<file path="config.mk">
export PLATFORM = sky130hd
export DESIGN_NAME = fetch_stage
export DESIGN_NICKNAME = d
export VERILOG_FILES = /design/src/rtl/fetch_stage.sv
export SDC_FILE = /design/constraint.sdc
export NUM_CORES = 1
export LEC_CHECK = 0
export BUFFER_PORTS_ARGS = -buffer_cell sky130_fd_sc_hd__buf_2
export CAP_MARGIN = 20
export CORE_ASPECT_RATIO = 1.25
export CORE_MARGIN = 2
export CORE_UTILIZATION = 40
export CTS_BUF_LIST = sky130_fd_sc_hd__clkbuf_4 sky130_fd_sc_hd__clkbuf_8 sky130_fd_sc_hd__clkbuf_16
export CTS_CLUSTER_SIZE = 10
export DETAILED_ROUTE_END_ITERATION = 8
export PLACE_DENSITY = 0.72
export SYNTH_ARGS = -nofsm -noshare
export SYNTH_HDL_FRONTEND = slang
export SYNTH_SLANG_ARGS = --single-unit
</file>
<file path="constraint.sdc">
create_clock -name clk -period 3.52 [get_ports clk]
set_input_delay 0.176 -clock clk [delete_from_list [all_inputs] [get_ports clk]]
set_output_delay 0.176 -clock clk [all_outputs]
set_load 0.05 [all_outputs]
</file>
<file path="src/rtl/fetch_stage.sv">
// Instruction-fetch stage: PC generation, one-outstanding SRAM-like fetch, decode hand-off.
// Optional FS_ADEL_EN: a misaligned fetch_pc becomes an AdEL fault entry instead of a request.
module fetch_stage #(
  parameter logic [31:0] RESET_PC = 32'hBFC0_0000
) (
  input  logic        clk,
  input  logic        reset,
  input  logic        br_taken,
  input  logic [31:0] br_target,
  input  logic        exc_flush,
  input  logic [31:0] exc_pc,
  output logic        inst_sram_req,
  output logic [31:0] inst_sram_addr,
  input  logic        inst_sram_addr_ok,
  input  logic        inst_sram_data_ok,
  input  logic [31:0] inst_sram_rdata,
  input  logic        ds_allowin,
  output logic        fs_valid,
  output logic [31:0] fs_pc,
  output logic [31:0] fs_inst,
  output logic        fs_exc
);

  // state | meaning
  // REQ   | request for fetch_pc offered on the instruction port
  // WAIT  | request accepted, waiting for data_ok (dropped if cancel is set)
  // HOLD  | instruction or fault entry buffered until decode accepts it
  typedef enum logic [1:0] {
    REQ  = 2'd0,
    WAIT = 2'd1,
    HOLD = 2'd2
  } state_t;

  state_t      state;
  state_t      state_nx;
  logic [31:0] fetch_pc;
  logic [31:0] fetch_pc_nx;
  logic [31:0] buf_inst;
  logic [31:0] buf_inst_nx;
  logic [31:0] br_pc;
  logic [31:0] br_pc_nx;
  logic        br_pend;
  logic        br_pend_nx;
  logic        cancel;
  logic        cancel_nx;
  logic        misaligned;
  logic        transfer;
  logic [31:0] next_pc;

`ifdef FS_ADEL_EN
  assign misaligned     = (fetch_pc[1:0] != 2'b00);
  assign inst_sram_addr = fetch_pc;
`else
  assign misaligned     = 1'b0;
  assign inst_sram_addr = {fetch_pc[31:2], 2'b00};
`endif

  assign fs_pc    = fetch_pc;
  assign transfer = fs_valid && ds_allowin;

  // A branch resolved in the same cycle its delay slot leaves is redirected directly.
  assign next_pc = br_taken ? br_target : (br_pend ? br_pc : fetch_pc + 32'd4);

  always_comb begin
    inst_sram_req = 1'b0;
    fs_valid      = 1'b0;
    fs_inst       = 32'h0;
    case (state)
      REQ: begin
        inst_sram_req = !reset && !exc_flush && !misaligned;
      end
      WAIT: begin
        if (inst_sram_data_ok && !cancel && !exc_flush) begin
          fs_valid = 1'b1;
          fs_inst  = inst_sram_rdata;
        end
      end
      HOLD: begin
        if (!exc_flush) begin
          fs_valid = 1'b1;
          fs_inst  = buf_inst;
        end
      end
      default: begin
        inst_sram_req = 1'b0;
      end
    endcase
  end

  always_comb begin
    state_nx    = state;
    fetch_pc_nx = fetch_pc;
    buf_inst_nx = buf_inst;
    br_pend_nx  = br_pend;
    br_pc_nx    = br_pc;
    cancel_nx   = cancel;

    if (exc_flush) begin
      fetch_pc_nx = exc_pc;
      br_pend_nx  = 1'b0;
      case (state)
        REQ: begin
          state_nx = REQ;
        end
        WAIT: begin
          // The accepted request still owes a response; it must not reach decode.
          if (inst_sram_data_ok) begin
            state_nx  = REQ;
            cancel_nx = 1'b0;
          end else begin
            cancel_nx = 1'b1;
          end
        end
        HOLD: begin
          state_nx = REQ;
        end
        default: begin
          state_nx = REQ;
        end
      endcase
    end else begin
      if (br_taken) begin
        br_pend_nx = 1'b1;
        br_pc_nx   = br_target;
      end

      case (state)
        REQ: begin
          if (misaligned) begin
            state_nx    = HOLD;
            buf_inst_nx = 32'h0;
          end else if (inst_sram_addr_ok) begin
            state_nx = WAIT;
          end
        end
        WAIT: begin
          if (inst_sram_data_ok) begin
            if (cancel) begin
              cancel_nx = 1'b0;
              state_nx  = REQ;
            end else if (!ds_allowin) begin
              buf_inst_nx = inst_sram_rdata;
              state_nx    = HOLD;
            end
          end
        end
        HOLD: begin
          state_nx = HOLD;
        end
        default: begin
          state_nx = REQ;
        end
      endcase

      if (transfer) begin
        fetch_pc_nx = next_pc;
        br_pend_nx  = 1'b0;
        state_nx    = REQ;
      end
    end
  end

  always_ff @(posedge clk or posedge reset) begin
    if (reset) begin
      state    <= REQ;
      fetch_pc <= RESET_PC;
      buf_inst <= 32'h0;
      br_pend  <= 1'b0;
      br_pc    <= 32'h0;
      cancel   <= 1'b0;
    end else begin
      state    <= state_nx;
      fetch_pc <= fetch_pc_nx;
      buf_inst <= buf_inst_nx;
      br_pend  <= br_pend_nx;
      br_pc    <= br_pc_nx;
      cancel   <= cancel_nx;
    end
  end

`ifdef FS_ADEL_EN
  logic buf_exc;
  logic buf_exc_nx;

  always_comb begin
    buf_exc_nx = buf_exc;
    if (exc_flush || transfer) begin
      buf_exc_nx = 1'b0;
    end else if (state == REQ && misaligned) begin
      buf_exc_nx = 1'b1;
    end
  end

  always_ff @(posedge clk or posedge reset) begin
    if (reset) begin
      buf_exc <= 1'b0;
    end else begin
      buf_exc <= buf_exc_nx;
    end
  end

  assign fs_exc = fs_valid && buf_exc;
`else
  assign fs_exc = 1'b0;
`endif

endmodule

</file>
* Yosys cells after proc, flatten, opt, wreduce, memory -nomap -nowiden
Index checks and enable logic that the tools add are counted.
Storage, ports and cells: input bits 103, word-level logic and storage cells 59, register bits 100, output and inout port bits 99
Cells by class: multiplexer cells 28, $add $sub $neg 1, reduce and logical (&&, ||, !) cells 15, bitwise gates (word level) 3, equality and inequality tests 6
Operators by type and width (number):
- 2-to-1 mux 32 bit | 6
- case mux 32 bit (2 select lines) | 1
- adder 32 x 3 -> 32 bit (second input constant) | 1
- 2-to-1 mux 2 bit | 8
- 2-to-1 mux 1 bit | 11
- != test 3 bit (second input constant) | 2
- case mux 2 bit (3 select lines) | 1
- != test 5 bit (second input constant) | 1
- AND reduction 5 bit | 1
- logical AND 1 bit | 4
- != test 4 bit (second input constant) | 1
- AND reduction 2 bit | 2
- AND reduction 4 bit | 1
- nonzero test 2 bit | 2
- zero test 1 bit | 3
- inverter 1 bit | 3
- nonzero test 3 bit | 1
- equality test 2 x 1 -> 1 bit (second input constant) | 1
- equality test 2 bit (second input constant) | 1
- zero test 2 bit | 1
- case mux 1 bit (2 select lines) | 1

* Logic depth before layout (Yosys ltp)
Gate-level depths: netlist (run 1).
depth in word-level cells 8, depth in mapped cells 10, mapped depth without buffers 7

* Worst setup path before layout (run 1)
Ideal clock, no wire load.
kind register to output, from reg state[1], to out fs_inst[0], path buffers 2, data arrival time 2.129 ns, cell stages (with the launch flop) 8, slack 1.215 ns, data required time 3.344 ns, cell sequence dfrtp_1 inv_1 ha_1 and4bb_1 buf_2 clkbuf_1 a22oi_1 nor2b_1
On the way: cells in the longest elaborated chain, start to end 2, elaborated cells between the ends (all ways) 3, those cells by class 2 x eq/ne; 1 x mux
RTL lines:
- from (decl) | RTL line 34 | state_t state;
- from (signal assigned) | RTL line 172 | state <= state_nx;
- equality test 2 bit or equality test 2 x 1 -> 1 bit (tied branches) | RTL line 68 | case (state)
- case mux 32 bit (2 select lines) * | RTL line 68
- to (decl) | RTL line 20 | output logic [31:0] fs_inst,
Mark *: on every way between the ends. The rest lies on a longest branch, timed or not.

* Final worst setup path (run 1)
from reg state[1], to out fs_inst[8]
The elaborated chain is that of the path after synthesis.

==> results of run 1 <==
==> metrics by stage <==
stage / hold WS (ps) / worst slack (ps) / util (%) / instances
2_1_floorplan: 261.7 / 740.1 / - / 650
3_3_place_gp: 400.0 / 1142 / 46.78 / 962
3_5_place_dp: 413.1 / 1096 / 46.78 / 962
4_1_cts: 46.68 / 1063 / 49.12 / 978
5_1_grt: 63.34 / 911.0 / 49.40 / 982
6_report: 62.36 / 1050 / 49.40 / 982
==> how the worst max path moves through the flow <==
stage / start / to / slack (ps) / cells past startpoint
detailed placement: state[0] / fs_pc[0] / 1100 / 8
floorplan: reset / br_pc[0] / 740 / 1
global placement: state[1] / buf_inst[17] / 1140 / 7
global route: state[1] / fs_inst[8] / 910 / 7
finish: state[1] / fs_inst[8] / 1050 / 7
CTS: state[1] / fs_inst[11] / 1060 / 7
==> worst max-delay path, cell delays in order (launching register included) <==
cell      delay, ps
dfrtp_1         400
inv_1           130
ha_1            230
and4bb_1        230
buf_4           350
a22oi_1         150
nor2b_1         170
buf_2           280
==> per-layer routing <==
layer	share of wire [%]	vias up	global-route usage [%]
met5	0	-	0
met4	2.2	0	9.050
met3	8.0	26	5.254
met2	50	245	33.68
met1	40	2611	24.48
li1	-	2628	-
==> layout make-up <==
cell class                 instances  area (um2)  share of cell area (%)
antenna                            2       5.005                 0.06804
clock buffer                      11       240.2                   3.266
clock inverter                     5       107.6                   1.463
inverter                          10       40.04                  0.5443
multi-input combinational        457        3068                   41.71
sequential                       100        2514                   34.17
tap                              182       227.7                   3.096
timing repair buffer             215        1154                   15.68
==> logic make-up (layout without fill, tap and decap cells) <==
family / after synthesis / in the layout / share of synthesized area, %
simple gates: 175 / 175 / 15.50
mux: 67 / 67 / 12.41
compound gates: 207 / 207 / 21.25
fa+ha+maj: 5 / 5 / 1.031
other cells: 1 / 5 / 0.06178
flops: 100 / 100 / 41.41
buf+inv: 93 / 241 / 8.328
==> power groups by stage <==
stage	clock, mW	sequential [mW]	combinational [mW]
after global routing	1.23	2.18	3.20
final	1.17	2.10	3.01
after global placement	0	2.10	2.98
after detailed placement	0	2.11	3.01
after floorplan	0	2.60	1.99
after CTS	1.19	2.10	3.01
==> what timing repair did <==
action,CTS,global route
setup buffers,0,0
hold buffers,0,1
endpoints found under the hold margin,0,15
==> state kept, by name, summed over array words and instances (netlist names) <==
| name | count |
|---|---|
| state | 2 |
| br_pend | 1 |
| fs_pc | 32 |
| buf_inst | 32 |
| br_pc | 32 |
| cancel | 1 |
==> synthesized netlist by cell type, types with 3 or more instances <==
| master | instances |
|---|---|
| a41oi_1 | 11 |
| mux2_2 | 66 |
| nand2_1 | 47 |
| a22oi_1 | 49 |
| and3_1 | 3 |
| nor2b_1 | 35 |
| o21ai_0 | 70 |
| nor2_1 | 39 |
| buf_1 | 5 |
| inv_1 | 10 |
| a31oi_1 | 18 |
| nand3_1 | 13 |
| buf_4 | 33 |
| nand3b_1 | 3 |
| dfrtp_1 | 91 |
| dfstp_2 | 9 |
| nand4_1 | 5 |
| ha_1 | 5 |
| nor3_1 | 7 |
| and3b_1 | 5 |
| buf_2 | 12 |
| clkbuf_1 | 29 |
| o21ai_1 | 7 |
| a21oi_1 | 33 |
==> metrics.txt, run 1 <==
outcome finished clean; final setup fails 0; VDD IR-drop max 0.2732 mV; switching power 3.081 mW; clock skew 12.66 ps; Layout fillers 1457; Slew Limit Fails 0; worst slew pin tran 930.4 ps; # resized after CTS 0; Worst-path clk slew 70 ps; Synth Flop Type dfrtp_1; sequential-to-total area share from yosys stat 41.41%; Pint 3.195 mW; die area 16180 um2; commonest non-fill, non-tap cell in the layout buf_2; design area 7356 um2; Clock Power Share 18.6%; R2R Path Start state[0]; largest net degree at the start of global routing 79; Vias 5510; Final HPWL DP 11.64 mm; P_leak 3.333 nW; total gr overflow 0; starting density of the core 40.76%; CP arrival 2290 ps; reg2reg path depth 8; Setup TNS 0 ps; Die Y 141.7 um; RSZ-0062 raised after global routing no; Hold Path Class in2reg; Synth Register Bits 100; core area 14890 um2; achievable frequency 0.4049 GHz; clock sinks 100; DR WL/cell 16.82 um; CTS tree done; maximum root-to-sink buffer count 2; Post-synth EDFFs 0; Crit. End Element output port; Sw Share 49.10%; area grow syn2layout 21.19%; slew margin rel. 37.97%; Synth top area share 37.52%; CP Class reg2out; yosys warns 0; Critical Path RT 3340 ps; Startpoint Class flip-flop; via/cell ratio 5.611; first-pass GRT wire length 26.14 mm; antenna violations before repair 2; share of cells above drive strength 1 39.72%; Detailed Route Iter0 Violations 252; Placer Congestion 0.8408; Hold Path Origin inst_sram_data_ok; R2R setup slack 1100 ps; max cap viols 0; Power, Total 6.276 mW; row cnt 50; vias in the first global route 5255; critical path fanouts, max 34; Fin. Hold Viols 0; die width 114.2 um; hold path depth 2; Min-Delay Endpoint cancel; ys async rst share 100.0%; crit path time final 2470 ps; top cells by area, synth dfrtp_1 (38%), mux2_2 (12%), a22oi_1 (6.1%), o21ai_0 (5.8%), buf_4 (4.1%); mapped cell area 6070 um2; pwr dens 853.2 nW/um2; first drt pass iteration count 5; wirelength, routed 16.52 mm; Root Driver clkbuf_16; # port buffers 198; dpl cell area 6965 um2; Final nets 901; final period utilization 70.16%; CTS Buf Count 9; area leader, netlist dfrtp_1; Synth Instances 648; htree depth 3; Sequential Power Share 33.5%; # DRC 0; Final ANT Viol Nets 0; syn avg cell area 9.367 um2; most frequent cells in the layout buf_2 (198), dfrtp_1 (91), o21ai_0 (70); Worst R2R End fs_pc[1]; Synth cell types 55; worst skew pair latency 350 ps; GRT Overall Usage 20.20%; Top Ports 202; Combinational Power Share 47.9%
(Power assumes the default switching activity.)
==> run 2: changes to the inputs <==
--- a/config.mk
+++ b/config.mk
@@ -13,7 +13,7 @@
 export CTS_BUF_LIST = sky130_fd_sc_hd__clkbuf_4 sky130_fd_sc_hd__clkbuf_8 sky130_fd_sc_hd__clkbuf_16
 export CTS_CLUSTER_SIZE = 10
 export DETAILED_ROUTE_END_ITERATION = 8
-export PLACE_DENSITY = 0.72
+export PLACE_DENSITY = 0.74
 export SYNTH_ARGS = -nofsm -noshare
 export SYNTH_HDL_FRONTEND = slang
 export SYNTH_SLANG_ARGS = --single-unit
==> constraint.sdc (replaced) <==
create_clock -name clk -period 2 [get_ports clk]
set_input_delay 0.1 -clock clk [delete_from_list [all_inputs] [get_ports clk]]
set_output_delay 0.1 -clock clk [all_outputs]
set_load 0.05 [all_outputs]
==> run 2 against run 1 <==
The flow now finishes with violations (setup timing). Clock power increased by 89%. Utilization increased by 13 points. Clock skew decreased by 4.7 ps. Sequential power increased by 78%. Cell count increased by 10%. Largest cell class unchanged. Highest routed layer is now met5. Combinational power increased by 130%. Non-clock buffer count increased by 104.
==> metrics.txt, run 2 (synthesized netlist as in run 1, its figures left out) <==
crit path time final 2079 ps; area of the multi-input gates 3550 um2; Layout fillers 1152; starting density of the core 40.76%; Root Driver clkbuf_16; sequential cell area 2520 um2; outcome finished, violations left; Worst R2R End fs_pc[0]; Crit. End Element output port; CP Class reg2out; row cnt 50; Placer Congestion 0.8606; Power, Total 12.87 mW; non-filler instance count after layout 1085; largest net degree at the start of global routing 64; # port buffers 198; area grow syn2layout 53.29%; final period utilization 103.9%; Placed Cells incl. Taps 983; most frequent cells in the layout buf_2 (165), dfrtp_1 (86), mux2_2 (56), dlygate4sd3_1 (56), nand2_1 (46); Critical Path Start state[1]; die area 16180 um2; first drt pass iteration count 5; Vias 6356; die width 114.2 um; maximum root-to-sink buffer count 2; Crit path largest cell delay 410 ps; Worst-path clk slew 70 ps; Final ANT Viol Nets 0; Critical Path RT 1900 ps; Finished Core Util 62.49%; Final HPWL DP 12.10 mm; # DRC 0; slack of the critical path -78.82 ps; max cap viols 0; Final nets 1005; commonest non-fill, non-tap cell in the layout buf_2; pwr dens 1384 nW/um2; RSZ-0062 raised after global routing yes; clock skew 7.913 ps; Die Y 141.7 um; via/cell ratio 5.858; reg2reg path depth 8; dpl cell area 7287 um2; htree depth 3; critical path fanouts, max 8; Hold Path Origin br_target[21]; Setup TNS -2655 ps; achievable frequency 0.4810 GHz; share of cells above drive strength 1 52.44%; Hold Path Class in2reg; design area 9304 um2; antenna violations before repair 1; vias in the first global route 5805; clock sinks 100; hold path depth 2; Min-Delay Endpoint br_pc[21]; Slew Limit Fails 0; CP delay by family, top simple AND/OR/NAND/NOR gates; crit-path cells inv_2 > ha_4 > and4bb_4 > clkbuf_16 > a22oi_1 > nor2b_2 > buf_6; Top Ports 202; final setup fails 60; Crit. path cell count 7; worst path bufs/invs 3; VDD IR-drop max 0.7316 mV; wirelength, routed 21.92 mm; total gr overflow 0; CP arrival 1980 ps; post-place setup slack 22.85 ps; failing checks setup timing; first-pass GRT wire length 30.01 mm; Detailed Route Iter0 Violations 588; CTS tree done; Slowest cell on crit path dfrtp_1; core area 14890 um2; GRT Overall Usage 23.58%; Fin. Hold Viols 0; CTS Buf Count 9; worst hold slack 2.494 ps; Startpoint Class flip-flop; R2R Path Start state[1]; worst skew pair latency 360 ps; R2R setup slack -80 ps; DR WL/cell 20.21 um; P_leak 4.068 nW
run 2: cell types whose count changed in the layout (fill, tap and decap cells not counted), moves of 22 or more:
cell           previous run  this run
a22oi_1                  49        27
a22oi_2                   0        22
buf_2                   198       165
buf_4                    14        39
buf_6                     0        35
dlygate4sd3_1             1        56
nor2b_1                  33         2
nor2b_2                   2        31
o21ai_0                  70        29
o21ai_2                   0        29
run 2: worst reg2reg max path: cells and delay by family, from the launching register on:
family | cells | cell delay (ps)
simple gates | 4 | 880
flops | 1 | 410
mux | 1 | 310
buf+inv | 2 | 250
fa+ha+maj | 1 | 140
run 2: how the worst max path moves through the flow:
stage                             end  slack, ps
after global routing      fs_inst[21]       -150
after detailed placement     fs_pc[1]         20
after CTS                 fs_inst[22]        -70
final                     fs_inst[21]        -80
after floorplan              fs_pc[0]          4
after global placement       fs_pc[0]         80
run 2: area by class of cell:
cell class,count,area share (%)
antenna,1,0.02690
clock buffer,9,2.421
clock inverter,7,1.573
inverter,10,0.4438
multi-input combinational,457,38.15
sequential,100,27.08
tap,182,2.448
timing repair buffer,319,27.85
run 2: metal layers:
layer | vias to the layer above | global-route usage (%) | wire [um]
met2 | 371 | 40.29 | 11120
met1 | 3060 | 27.77 | 7987
met5 | - | 0 | 13
li1 | 2839 | - | -
met3 | 84 | 6.707 | 1852
met4 | 2 | 9.628 | 952
run 2: repair_timing:
| action | CTS | global route |
|---|---|---|
| endpoints found under the hold margin | 146 | 0 |
| buffers inserted | 4 | 12 |
| hold buffers | 56 | 0 |
| gates cloned | 3 | 11 |
| resized for setup | 87 | 121 |
| pin swaps | 0 | 42 |
| endpoints found under the setup margin | 34 | 97 |
run 2: report_power, final:
| part | leakage (nW) | switching [mW] | internal, mW |
|---|---|---|---|
| Clock | 0.181 | 0.849 | 1.36 |
| Combinational | 2.68 | 4.42 | 2.51 |
| Sequential | 1.21 | 0.877 | 2.86 |
==> run 3: changes to the inputs <==
--- a/config.mk
+++ b/config.mk
@@ -17,3 +17,4 @@
 export SYNTH_ARGS = -nofsm -noshare
 export SYNTH_HDL_FRONTEND = slang
 export SYNTH_SLANG_ARGS = --single-unit
+export TNS_END_PERCENT = 50
==> run 3 against run 2 <==
The run still ends with setup timing left. Worst setup slack lost 24 ps. Register-to-register slack improved by 130 ps. Clock skew fell by 0.65 ps. First-iteration DRC count down 8.8%. Flip-flop and latch count unchanged. Combinational power is 9.2% lower. Critical path depth up 2. Clock power is 24% lower. Global-route usage shrank 1.7 points. Utilization decreased by 5.0 points. Highest routed layer is now met4.
==> metrics.txt, run 3 (synthesized netlist as in run 1, its figures left out) <==
Top Ports 202; Crit path largest cell delay 390 ps; Worst-path clk slew 60 ps; DR WL/cell 18.10 um; RSZ-0062 raised after global routing yes; Combinational Power Share 54.4%; Antenna diodes 0; Layout fillers 1240; htree depth 3; achievable frequency 0.4756 GHz; share of cells above drive strength 1 46.33%; wirelength, routed 19.07 mm; Startpoint Class flip-flop; final setup fails 32; vias in the first global route 5516; maximum root-to-sink buffer count 2; Clock Power Share 14.5%; total gr overflow 0; starting density of the core 40.76%; max cap viols 0; Die Y 141.7 um; commonest non-fill, non-tap cell in the layout buf_2; largest net degree at the start of global routing 70; Detailed Route Iter0 Violations 536; Slowest cell on crit path dfrtp_1; Root Driver clkbuf_16; CTS tree done; Critical Path RT 1900 ps; antenna violations before repair 0; Placer Congestion 0.8541; critical path fanouts, max 11; via/cell ratio 5.636; clock sinks 100; row cnt 50; Hold Path Class in2reg; Final HPWL DP 12.08 mm; Pint 5.854 mW; Fin. Hold Viols 0; GRT Overall Usage 21.84%; die area 16180 um2; Vias 5940; first drt pass iteration count 5; Crit. End Element output port; first-pass GRT wire length 28.12 mm; most frequent CP cell buf_4; crit-path cells buf_4 > buf_4 > ha_4 > nor2b_4 > buf_12 > buf_8 > a22oi_2 > nor2b_1 > buf_6; slack of the critical path -102.6 ps; P_leak 3.750 nW; Slew Limit Fails 0; crit path time final 2103 ps; clock skew 7.260 ps; core area 14890 um2; worst skew pair latency 340 ps; VDD IR-drop max 0.5457 mV; switching power 5.706 mW; Setup TNS -1296 ps; R2R setup slack 50 ps; Finished Core Util 57.47%; Sequential Power Share 31.0%; Final ANT Viol Nets 0; failing checks setup timing; # port buffers 198; # DRC 0; CP arrival 2000 ps; area grow syn2layout 40.98%; CTS Buf Count 9; Final nets 975; CP Class reg2out; Sw Share 49.36%; post-place setup slack 56.20 ps; final period utilization 105.1%; most frequent cells in the layout buf_2 (166), dfrtp_1 (90), o21ai_0 (66), mux2_2 (66), nand2_1 (47); die width 114.2 um; outcome finished, violations left; pwr dens 1351 nW/um2
==> run 3: path summary, 6_finish.rpt <==
kind	cells past startpoint	startpoint	endpoint
min in group asynchronous	4	reset	br_pc[1]
hold reg to reg	1	br_pc[12]	br_pc[12]
setup / recovery	9	state[1]	fs_inst[14]
hold / removal	2	br_target[31]	br_pc[31]
setup reg to reg	8	state[1]	fs_pc[0]
max in group asynchronous	4	reset	fs_pc[26]
==> run 3: routing by layer <==
metal,wire (um),up-vias,track usage [%]
li1,-,2776,-
met1,7640,2879,27.30
met2,9749,252,37.34
met3,1207,33,3.930
met4,476,0,8.537
met5,0,-,0
==> run 3: stage by stage <==
stage | hold slack, ps | total power [mW] | std cells | cell area [um2]
2_1_floorplan | 185.7 | 8.084 | 650 | 6081
3_3_place_gp | 264.6 | 9.210 | 989 | 7232
4_1_cts | 0.5956 | 11.16 | 1045 | 8107
5_1_grt | 1.711 | 12.15 | 1054 | 8557
6_report | 17.82 | 11.56 | 1054 | 8557
3_5_place_dp | 263.6 | 9.290 | 989 | 7232
==> run 3: power groups by stage <==
stage	Clock, mW	Combinational [mW]	Sequential [mW]
after global routing	1.80	6.66	3.70
after CTS	1.72	5.95	3.50
after detailed placement	0	5.77	3.52
after floorplan	0	3.50	4.58
final	1.68	6.29	3.59
after global placement	0	5.71	3.50
==> run 3: worst max-delay path: cells and delay by family, from the launching register on <==
| family | cells | cell delay, ps |
|---|---|---|
| AOI/OAI and AO/OA | 1 | 160 |
| adders and majority gates | 1 | 160 |
| buffers and inverters | 5 | 720 |
| DFF | 1 | 390 |
| and+or+nand+nor | 2 | 220 |
==> run 3: what timing repair did <==
action | 4_1_cts | 5_1_grt
hold buffers | 36 | 0
endpoints found under the setup margin | 32 | 72
buffers inserted | 3 | 4
resized for setup | 56 | 74
endpoints found under the hold margin | 126 | 0
cloned | 1 | 6
pin swaps | 0 | 5
==> run 3: area by class of cell <==
type | count | area [um2] | share of cell area [%]
timing repair buffer | 289 | 2192 | 25.62
clock inverter | 4 | 26.28 | 0.3071
tap | 182 | 227.7 | 2.661
multi-input combinational | 457 | 3298 | 38.54
inverter | 10 | 43.79 | 0.5118
sequential | 100 | 2515 | 29.39
clock buffer | 12 | 254.0 | 2.968
